--- config.mk ---
export PLATFORM = sky130hd
export DESIGN_NAME = pc_next_unit_flat
export DESIGN_NICKNAME = d
export VERILOG_FILES = /design/src/rtl/pc_next_unit_if.sv /design/src/rtl/pc_next_unit.sv /design/src/flat_wrapper.sv
export SDC_FILE = /design/constraint.sdc
export NUM_CORES = 1
export LEC_CHECK = 0
export ABC_AREA = 1
export CAP_MARGIN = 40
export CORE_MARGIN = 1.5
export CORE_UTILIZATION = 50
export DETAILED_ROUTE_END_ITERATION = 16
export PLACE_DENSITY_LB_ADDON = 0.2
export SYNTH_ARGS = -nofsm -noshare
export SYNTH_HDL_FRONTEND = slang
export SYNTH_SLANG_ARGS = --single-unit
export TNS_END_PERCENT = 20
--- constraint.sdc ---
create_clock -name clk -period 2 [get_ports clk]
set_input_delay 0.3 -clock clk [delete_from_list [all_inputs] [get_ports clk]]
set_output_delay 0.3 -clock clk [all_outputs]
set_load 0.01 [all_outputs]
--- src/rtl/pc_next_unit_if.sv ---
// Request/response bundle for pc_next_unit: redirect requests in, fetch PC and status out.
// Request levels are sampled on every rising clk edge; no valid/ready handshake, stall is the only hold.
interface pc_next_unit_if #(
    parameter int XLEN  = 32,
    parameter int CNT_W = 16
);
    logic             stall;
    logic             inst_len16;
    logic             branch_taken;
    logic [XLEN-1:0]  branch_target;
    logic             jalr;
    logic [XLEN-1:0]  jalr_target;
    logic             trap_req;
    logic [XLEN-1:0]  pc;
    logic [1:0]       pc_sel_src;
    logic             redirect_pending;
    logic             misalign_exc;
    logic [CNT_W-1:0] redirect_cnt;

    modport master (
        output stall, inst_len16, branch_taken, branch_target, jalr, jalr_target, trap_req,
        input  pc, pc_sel_src, redirect_pending, misalign_exc, redirect_cnt
    );

    modport slave (
        input  stall, inst_len16, branch_taken, branch_target, jalr, jalr_target, trap_req,
        output pc, pc_sel_src, redirect_pending, misalign_exc, redirect_cnt
    );
endinterface

--- src/rtl/pc_next_unit.sv ---
// Registered PC update unit: arbitrates seq/branch/JALR/trap, holds one pending redirect across stalls.
// Misaligned targets are converted to a trap to TRAP_VECTOR with a one-cycle misalign_exc pulse.
module pc_next_unit #(
    parameter int              XLEN         = 32,
    parameter int              IALIGN       = 32,
    parameter logic [XLEN-1:0] RESET_VECTOR = '0,
    parameter logic [XLEN-1:0] TRAP_VECTOR  = XLEN'(4),
    parameter int              CNT_W        = 16
) (
    input  logic           clk,
    input  logic           rst_n,
    pc_next_unit_if.slave  bus
);
    localparam logic [1:0] SEL_SEQ  = 2'b00;
    localparam logic [1:0] SEL_BR   = 2'b01;
    localparam logic [1:0] SEL_JALR = 2'b10;
    localparam logic [1:0] SEL_TRAP = 2'b11;

    if (IALIGN != 16 && IALIGN != 32) begin : g_bad_ialign
        $error("pc_next_unit: IALIGN must be 16 or 32");
    end
    if (TRAP_VECTOR[0] || (IALIGN == 32 && TRAP_VECTOR[1])) begin : g_bad_trap_vec
        $error("pc_next_unit: TRAP_VECTOR is not aligned to IALIGN");
    end

    logic [XLEN-1:0]  r_pc;
    logic             r_pend_valid;
    logic [1:0]       r_pend_sel;
    logic [XLEN-1:0]  r_pend_tgt;
    logic             r_pend_mis;
    logic             r_mis_exc;
    logic [CNT_W-1:0] r_cnt;

    logic [XLEN-1:0]  w_seq;
    logic [XLEN-1:0]  w_jalr_tgt;
    logic [1:0]       w_live_sel;
    logic [1:0]       w_live_prio;
    logic [XLEN-1:0]  w_live_tgt;
    logic             w_live_mis;
    logic [1:0]       w_eff_sel;
    logic [XLEN-1:0]  w_eff_tgt;
    logic             w_eff_mis;
    logic             w_capture;

    assign w_seq      = r_pc + ((IALIGN == 16 && bus.inst_len16) ? XLEN'(2) : XLEN'(4));
    assign w_jalr_tgt = {bus.jalr_target[XLEN-1:1], 1'b0};

    // Live request arbitration; a misaligned target degrades into a trap redirect.
    always_comb begin
        w_live_sel  = SEL_SEQ;
        w_live_prio = 2'd0;
        w_live_tgt  = w_seq;
        w_live_mis  = 1'b0;
        if (bus.trap_req) begin
            w_live_sel  = SEL_TRAP;
            w_live_prio = 2'd3;
            w_live_tgt  = TRAP_VECTOR;
        end else if (bus.jalr) begin
            w_live_prio = 2'd2;
            if (IALIGN == 32 && w_jalr_tgt[1]) begin
                w_live_sel = SEL_TRAP;
                w_live_tgt = TRAP_VECTOR;
                w_live_mis = 1'b1;
            end else begin
                w_live_sel = SEL_JALR;
                w_live_tgt = w_jalr_tgt;
            end
        end else if (bus.branch_taken) begin
            w_live_prio = 2'd1;
            if (bus.branch_target[0] || (IALIGN == 32 && bus.branch_target[1])) begin
                w_live_sel = SEL_TRAP;
                w_live_tgt = TRAP_VECTOR;
                w_live_mis = 1'b1;
            end else begin
                w_live_sel = SEL_BR;
                w_live_tgt = bus.branch_target;
            end
        end
    end

    always_comb begin
        w_eff_sel = w_live_sel;
        w_eff_tgt = w_live_tgt;
        w_eff_mis = w_live_mis;
        if (r_pend_valid) begin
            w_eff_sel = r_pend_sel;
            w_eff_tgt = r_pend_tgt;
            w_eff_mis = r_pend_mis;
        end
    end

    // Stored priority is the stored selection code, so a misaligned capture ranks as a trap.
    assign w_capture = (w_live_prio != 2'd0) && (!r_pend_valid || (w_live_prio >= r_pend_sel));

    always_ff @(posedge clk or negedge rst_n) begin
        if (!rst_n) begin
            r_pc         <= RESET_VECTOR;
            r_pend_valid <= 1'b0;
            r_pend_sel   <= SEL_SEQ;
            r_pend_tgt   <= '0;
            r_pend_mis   <= 1'b0;
            r_mis_exc    <= 1'b0;
            r_cnt        <= '0;
        end else if (bus.stall) begin
            r_mis_exc <= 1'b0;
            if (w_capture) begin
                r_pend_valid <= 1'b1;
                r_pend_sel   <= w_live_sel;
                r_pend_tgt   <= w_live_tgt;
                r_pend_mis   <= w_live_mis;
            end
        end else begin
            r_pc         <= w_eff_tgt;
            r_pend_valid <= 1'b0;
            r_mis_exc    <= w_eff_mis;
            if (w_eff_sel != SEL_SEQ && !(&r_cnt)) begin
                r_cnt <= r_cnt + CNT_W'(1);
            end
        end
    end

    assign bus.pc               = r_pc;
    assign bus.pc_sel_src       = bus.stall ? SEL_SEQ : w_eff_sel;
    assign bus.redirect_pending = r_pend_valid;
    assign bus.misalign_exc     = r_mis_exc;
    assign bus.redirect_cnt     = r_cnt;
endmodule

--- src/flat_wrapper.sv ---
// flat-port wrapper written by rule: the top's interface ports become plain ports
module pc_next_unit_flat 
#(
    parameter int              XLEN         = 32,
    parameter int              IALIGN       = 32,
    parameter logic [XLEN-1:0] RESET_VECTOR = '0,
    parameter logic [XLEN-1:0] TRAP_VECTOR  = XLEN'(4),
    parameter int              CNT_W        = 16
)
  (clk, rst_n, bus_stall, bus_inst_len16, bus_branch_taken, bus_branch_target, bus_jalr, bus_jalr_target, bus_trap_req, bus_pc, bus_pc_sel_src, bus_redirect_pending, bus_misalign_exc, bus_redirect_cnt);
  pc_next_unit_if #(.XLEN(XLEN), .CNT_W(CNT_W)) bus_i ();
  input  logic clk;
  input  logic rst_n;
  input wire logic [$bits(bus_i.stall)-1:0] bus_stall;
  input wire logic [$bits(bus_i.inst_len16)-1:0] bus_inst_len16;
  input wire logic [$bits(bus_i.branch_taken)-1:0] bus_branch_taken;
  input wire logic [$bits(bus_i.branch_target)-1:0] bus_branch_target;
  input wire logic [$bits(bus_i.jalr)-1:0] bus_jalr;
  input wire logic [$bits(bus_i.jalr_target)-1:0] bus_jalr_target;
  input wire logic [$bits(bus_i.trap_req)-1:0] bus_trap_req;
  output wire logic [$bits(bus_i.pc)-1:0] bus_pc;
  output wire logic [$bits(bus_i.pc_sel_src)-1:0] bus_pc_sel_src;
  output wire logic [$bits(bus_i.redirect_pending)-1:0] bus_redirect_pending;
  output wire logic [$bits(bus_i.misalign_exc)-1:0] bus_misalign_exc;
  output wire logic [$bits(bus_i.redirect_cnt)-1:0] bus_redirect_cnt;
  assign bus_i.stall = bus_stall;
  assign bus_i.inst_len16 = bus_inst_len16;
  assign bus_i.branch_taken = bus_branch_taken;
  assign bus_i.branch_target = bus_branch_target;
  assign bus_i.jalr = bus_jalr;
  assign bus_i.jalr_target = bus_jalr_target;
  assign bus_i.trap_req = bus_trap_req;
  assign bus_pc = bus_i.pc;
  assign bus_pc_sel_src = bus_i.pc_sel_src;
  assign bus_redirect_pending = bus_i.redirect_pending;
  assign bus_misalign_exc = bus_i.misalign_exc;
  assign bus_redirect_cnt = bus_i.redirect_cnt;
  pc_next_unit #(.XLEN(XLEN), .IALIGN(IALIGN), .RESET_VECTOR(RESET_VECTOR), .TRAP_VECTOR(TRAP_VECTOR), .CNT_W(CNT_W)) u_core (.clk(clk), .rst_n(rst_n), .bus(bus_i));
endmodule
**After elaboration in Yosys (flattened, before gate mapping)**

Cells that the tools add are included.

- Output and inout bits: 52
- Latch bits: 0
- ROM bits: 0
- Bits in registers: 85
- Memories kept: 0
- Memory bits (writable): 0
- Logic and storage cells: 48

- Magnitude comparators: 1
- Reduce and logical (&&, ||, !) cells: 11
- Mux-type cells: 25
- Equality and inequality tests: 1
- Multipliers: 0
- Shift-type cells: 0
- Bitwise logic cells: 1
- Divide/modulo/power cells: 0
- $add $sub $neg: 2

Operators with widths:

| cell | number |
|---|---|
| 32-bit 2-to-1 mux | 6 |
| 32-bit by 3-bit adder with 32-bit output, second input constant | 1 |
| 16-bit by 1-bit adder with 16-bit output, second input constant | 1 |
| 2-bit 2-to-1 mux | 8 |
| 16-bit AND reduction | 1 |
| 1-bit 2-to-1 mux | 11 |
| 2-bit AND reduction | 2 |
| 2-bit nonzero test | 2 |
| 2-bit >= comparator | 1 |
| 1-bit logical AND | 2 |
| 1-bit logical NOT | 2 |
| 1-bit logical OR | 2 |
| 2-bit by 1-bit inequality test with 1-bit output, second input constant | 1 |
| 1-bit NOT | 1 |

**Longest topological paths before layout**

- Word-level depth: 9
- Gate-level depth with buffers: 14
- Depth with buffers taken out: 14

**Least setup slack after synthesis**

OpenSTA, ideal clock, no wires.

- Kind: input to register
- Start point: in bus_jalr
- End point: reg u_core.r_pend_tgt[10]
- Path slack: 341 ps
- Required time: 1873 ps
- Stages on the path: 13
- Path buffers: 1
- Data arrival time: 1532 ps
- Cell sequence: inv_1 -> nand2_1 -> nand2_1 -> inv_1 -> ha_1 -> o21ai_0 -> nand2_1 -> o21ai_0 -> nor2_2 -> inv_2 -> buf_2 -> nand2_1 -> o21ai_0

- Cells in the longest elaborated chain, start to end: 6

RTL lines:

| element | RTL line | source |
|---|---|---|
| start, declared | flat_wrapper.sv:18 | `input wire logic [$bits(bus_i.jalr)-1:0] bus_jalr;` |
| 2-bit 2-to-1 mux | pc_next_unit.sv:58 | `end else if (bus.jalr) begin` |
| 2-bit 2-to-1 mux | pc_next_unit.sv:54 | `if (bus.trap_req) begin` |
| 2-bit >= comparator | pc_next_unit.sv:93 | `assign w_capture = (w_live_prio != 2'd0) && (!r_pend_valid \|\| (w_live_prio >= r_pend_sel));` |
| 1-bit logical OR | pc_next_unit.sv:93 |  |
| 1-bit logical AND | pc_next_unit.sv:93 |  |
| 2-bit AND reduction (no source line) | - |  |
| end signal, assigned | pc_next_unit.sv:109 | `r_pend_tgt <= w_live_tgt;` |
| end, declared | pc_next_unit.sv:29 | `logic [XLEN-1:0] r_pend_tgt;` |

Parallel ways exist; a longest one is shown, timed or not.
A chain may end at the register's enable or synchronous reset.

**Final worst setup path**

- Start point: in bus_trap_req
- End point: out bus_pc_sel_src[0]

- Cells in the longest elaborated chain, start to end: 3

RTL lines:

| element | RTL line | source |
|---|---|---|
| start, declared | flat_wrapper.sv:20 | `input wire logic [$bits(bus_i.trap_req)-1:0] bus_trap_req;` |
| 2-bit 2-to-1 mux | pc_next_unit.sv:54 |  |
| 2-bit 2-to-1 mux | pc_next_unit.sv:85 | `if (r_pend_valid) begin` |
| 2-bit 2-to-1 mux | pc_next_unit.sv:123 | `assign bus.pc_sel_src = bus.stall ? SEL_SEQ : w_eff_sel;` |
| end, declared | flat_wrapper.sv:22 | `output wire logic [$bits(bus_i.pc_sel_src)-1:0] bus_pc_sel_src;` |

Every way passes these cells.

==> metrics <==
period utilization around 90%; Simple-Gate Fraction of Synth Area 40.85%; met1 Use GR slightly above 40%; DP Worst Slack -204.0 ps; Net Sw Frac 35.95%; hold slack ~380 ps; top_reg_cell synth dfrtp_1; CP Capture Type primary output; CP Launch Type input pin; GRT overflow 0; placed wire-length estimate 11120 um; Post-Synth Adder-Cell Area less than 1%; GRT Util Overall 28.08%; worst-margin pin slew approximately 550 ps; Int Pwr 3.389 mW; slowest stage delay, CP between 400 and 500 ps; PwrDens 733.8 nW/um2; Die Area 11630 um2; DR iter-0 viols 457; CP Class in2out; met3 Usage GRT ~4.4%; CP max stage cell clkdlybuf4s50_1; Synthesized Nets between 900 and 1000; first-pass detailed-route iteration total 5; XOR/XNOR Fraction of Synth Area 2.708%; Psw 1.902 mW; cell area after synthesis about 5500 um2; share of cells above drive strength 1 8.350%; vias in the first global route 5149; most frequent CP cell inv_1; Fin Setup TNS 0 ps; Layout Skew 10.18 ps; fmax 541.1 MHz; register area share after synthesis 38.69%; # diodes 0; largest net degree at the start of global routing 55; core area 10790 um2; CP Cell Sequence clkdlybuf4s50_1, inv_1, nand2_2, nor2_2, nand2_1, o21ai_1, inv_1, nand2_1, inv_1, dlygate4sd2_1; Post-synth EDFFs 0; Yosys reg bits 85; Via density slightly above 5; Post-Synthesis Cells 851; Wirelength per Cell 13.73 um; Period minus WS final about 1800 ps; # setup viols final 0; mux cell area share after synthesis 0%; CP Max Fanout 3; main combinational cell family by area after synthesis simple AND/OR/NAND/NOR gates; initial core utilization 50.94%; first-pass GRT wire length 25580 um; final hold vios 0; Peak VDD IR approximately 0.41 mV; Synth Area in Compound Gates roughly 10%; clock root buffer master clkbuf_8; Yosys cell types 29; leakage power 3.373 nW; Placer Congestion 0.8699; Flop pwr share 44.0%; Slew Limit Fails 0; final antenna-violating net count 0; CTS buffer count 9; final net count 1052; Buffers & Inverters on Critical Path 5; data arrival time of the worst path 1550 ps; Horiz. Die Dim 107.9 um; async set or reset register ratio after synthesis 100.0%; Clock transition at path regs 90 ps; R2R depth 13; Row Count 38; CTS tree yes; maximum clock path buffer count 2; Slew Limit Headroom 63.43%; Worst-Skew Late Latency 370 ps; Comb power frac between 30% and 40%; IO Count 123; routed wire length between 15000 and 20000 um; Area Growth Syn to Fin 31.16%; post-route setup slack 151.8 ps; Critical Path RT 1700 ps; initial antenna violation count 0; die extent in y 107.9 um; mean post-synth cell area 6.460 um2; via count just under 6000; H-tree depth reported by CTS 3; critical path's top delay family buffers and inverters; Clk pwr share 21.8%; yosys warns 0; Hold Crit Class in2async; reg-to-reg slack, setup 200 ps; input/output buffers 120; R2R Path Start u_core.bus.pc[13]; status finished, final reports clean; Max-Cap Viols 0; reg2reg end u_core.bus.pc[31]; RSZ-0062 raised after global routing yes; # DRC 0; GRT busiest layer met2; met2 Use GR 43.49%; Fillers 954; Sinks on Clock Net 85
-- cell usage after synthesis, types with 5 or more instances --
| master | instances | share of area, % |
|---|---|---|
| a21oi_1 | 22 | 2.0 |
| buf_2 | 15 | 1.4 |
| clkbuf_1 | 18 | 1.2 |
| dfrtp_1 | 85 | 39 |
| inv_1 | 48 | 3.3 |
| nand2_1 | 337 | 23 |
| nand3_1 | 38 | 3.5 |
| nand3b_1 | 12 | 1.6 |
| nor2_1 | 135 | 9.2 |
| nor2_2 | 10 | 1.1 |
| nor3_1 | 5 | 0.46 |
| o21ai_0 | 49 | 4.5 |
| o21ai_1 | 25 | 2.3 |
| xnor2_1 | 6 | 0.96 |
| xor2_1 | 11 | 1.8 |
-- state kept, by name, indices dropped and copies added, names as in the netlist --
| name | flops |
|---|---|
| u_core.r_pend_tgt | 32 |
| u_core.bus.misalign_exc | 1 |
| u_core.bus.redirect_pending | 1 |
| u_core.r_pend_sel | 2 |
| u_core.r_pend_mis | 1 |
| u_core.bus.redirect_cnt | 16 |
| u_core.bus.pc | 32 |
-- cells by family after synthesis --
| logic type | after synthesis |
|---|---|
| adder cells (fa/ha/maj) | 4 |
| flip-flops | 85 |
| AND/OR/NAND/NOR | 550 |
| buffers and inverters | 88 |
| XOR/XNOR | 17 |
| AO/OA/AOI/OAI | 107 |
-- worst max path at each step --
stage,startpoint,endpoint,slack (ps),cells past startpoint
2_1_floorplan,bus_jalr,u_core.r_pend_tgt[10],340,13
3_3_place_gp,bus_jalr,u_core.r_pend_tgt[10],-180,13
3_5_place_dp,bus_jalr,u_core.r_pend_tgt[10],-200,13
4_1_cts,bus_jalr,bus_pc_sel_src[0],50,11
5_1_grt,u_core.bus.pc[3],u_core.bus.pc[28],-20,14
6_report,bus_trap_req,bus_pc_sel_src[0],150,10
-- metal layers --
metal / part of all wire, % / wire length (um)
met1: 46 / 7078
met2: 46 / 7157
met3: 6.4 / 983
met4: 1.2 / 186
met5: 0 / 0
-- cell usage in the layout, fill, tap and decap left out, drive strengths merged --
master	instances
a21oi	22
nand3	38
inv	52
o211ai	3
nand4	2
nor3	5
clkbuf	12
ha	4
o31ai	1
xnor2	6
buf	33
clkinv	1
dlygate4sd3	1
dfrtp	85
or2	1
o22ai	4
xor2	11
clkdlybuf4s50	114
dlymetal6s2s	2
clkinvlp	2
o21ai	77
and2	1
nand3b	12
dlygate4sd2	2
nand2	342
nor2	149
-- repair_timing --
item | CTS | global route
setup endpoints to repair | 2 | 43
gates resized for setup | 5 | 8
pin swaps | 0 | 2
hold endpoints to repair | 24 | 0
setup buffers | 0 | 1
hold buffers | 1 | 0
-- per-stage QoR --
stage                     cells  util (%)  instance area (um2)  power (mW)
after floorplan             851         -                 5498       3.222
after global placement     1104     64.83                 6997       4.115
after detailed placement   1104     64.83                 6997       4.152
after CTS                  1121     66.60                 7188       5.303
after global routing       1122     66.81                 7211       5.631
final                      1122     66.81                 7211       5.291
-- layout make-up --
class	instances	area [um2]	area share [%]
clock buffers	12	145.1	2.013
clock inverters	4	32.53	0.4512
inverters	51	191.4	2.655
multi-input cells	678	3023	41.92
flip-flops and latches	85	2130	29.53
well taps	140	175.2	2.429
repair buffers	152	1514	21.00
-- power by group through the flow --
stage	Clock [mW]	Combinational [mW]	Sequential [mW]
after floorplan	0	0.851	2.37
after global placement	0	1.77	2.35
after detailed placement	0	1.80	2.35
after CTS	1.17	1.81	2.32
after global routing	1.25	2.02	2.36
final	1.15	1.81	2.33
(Power assumes the default switching activity.)
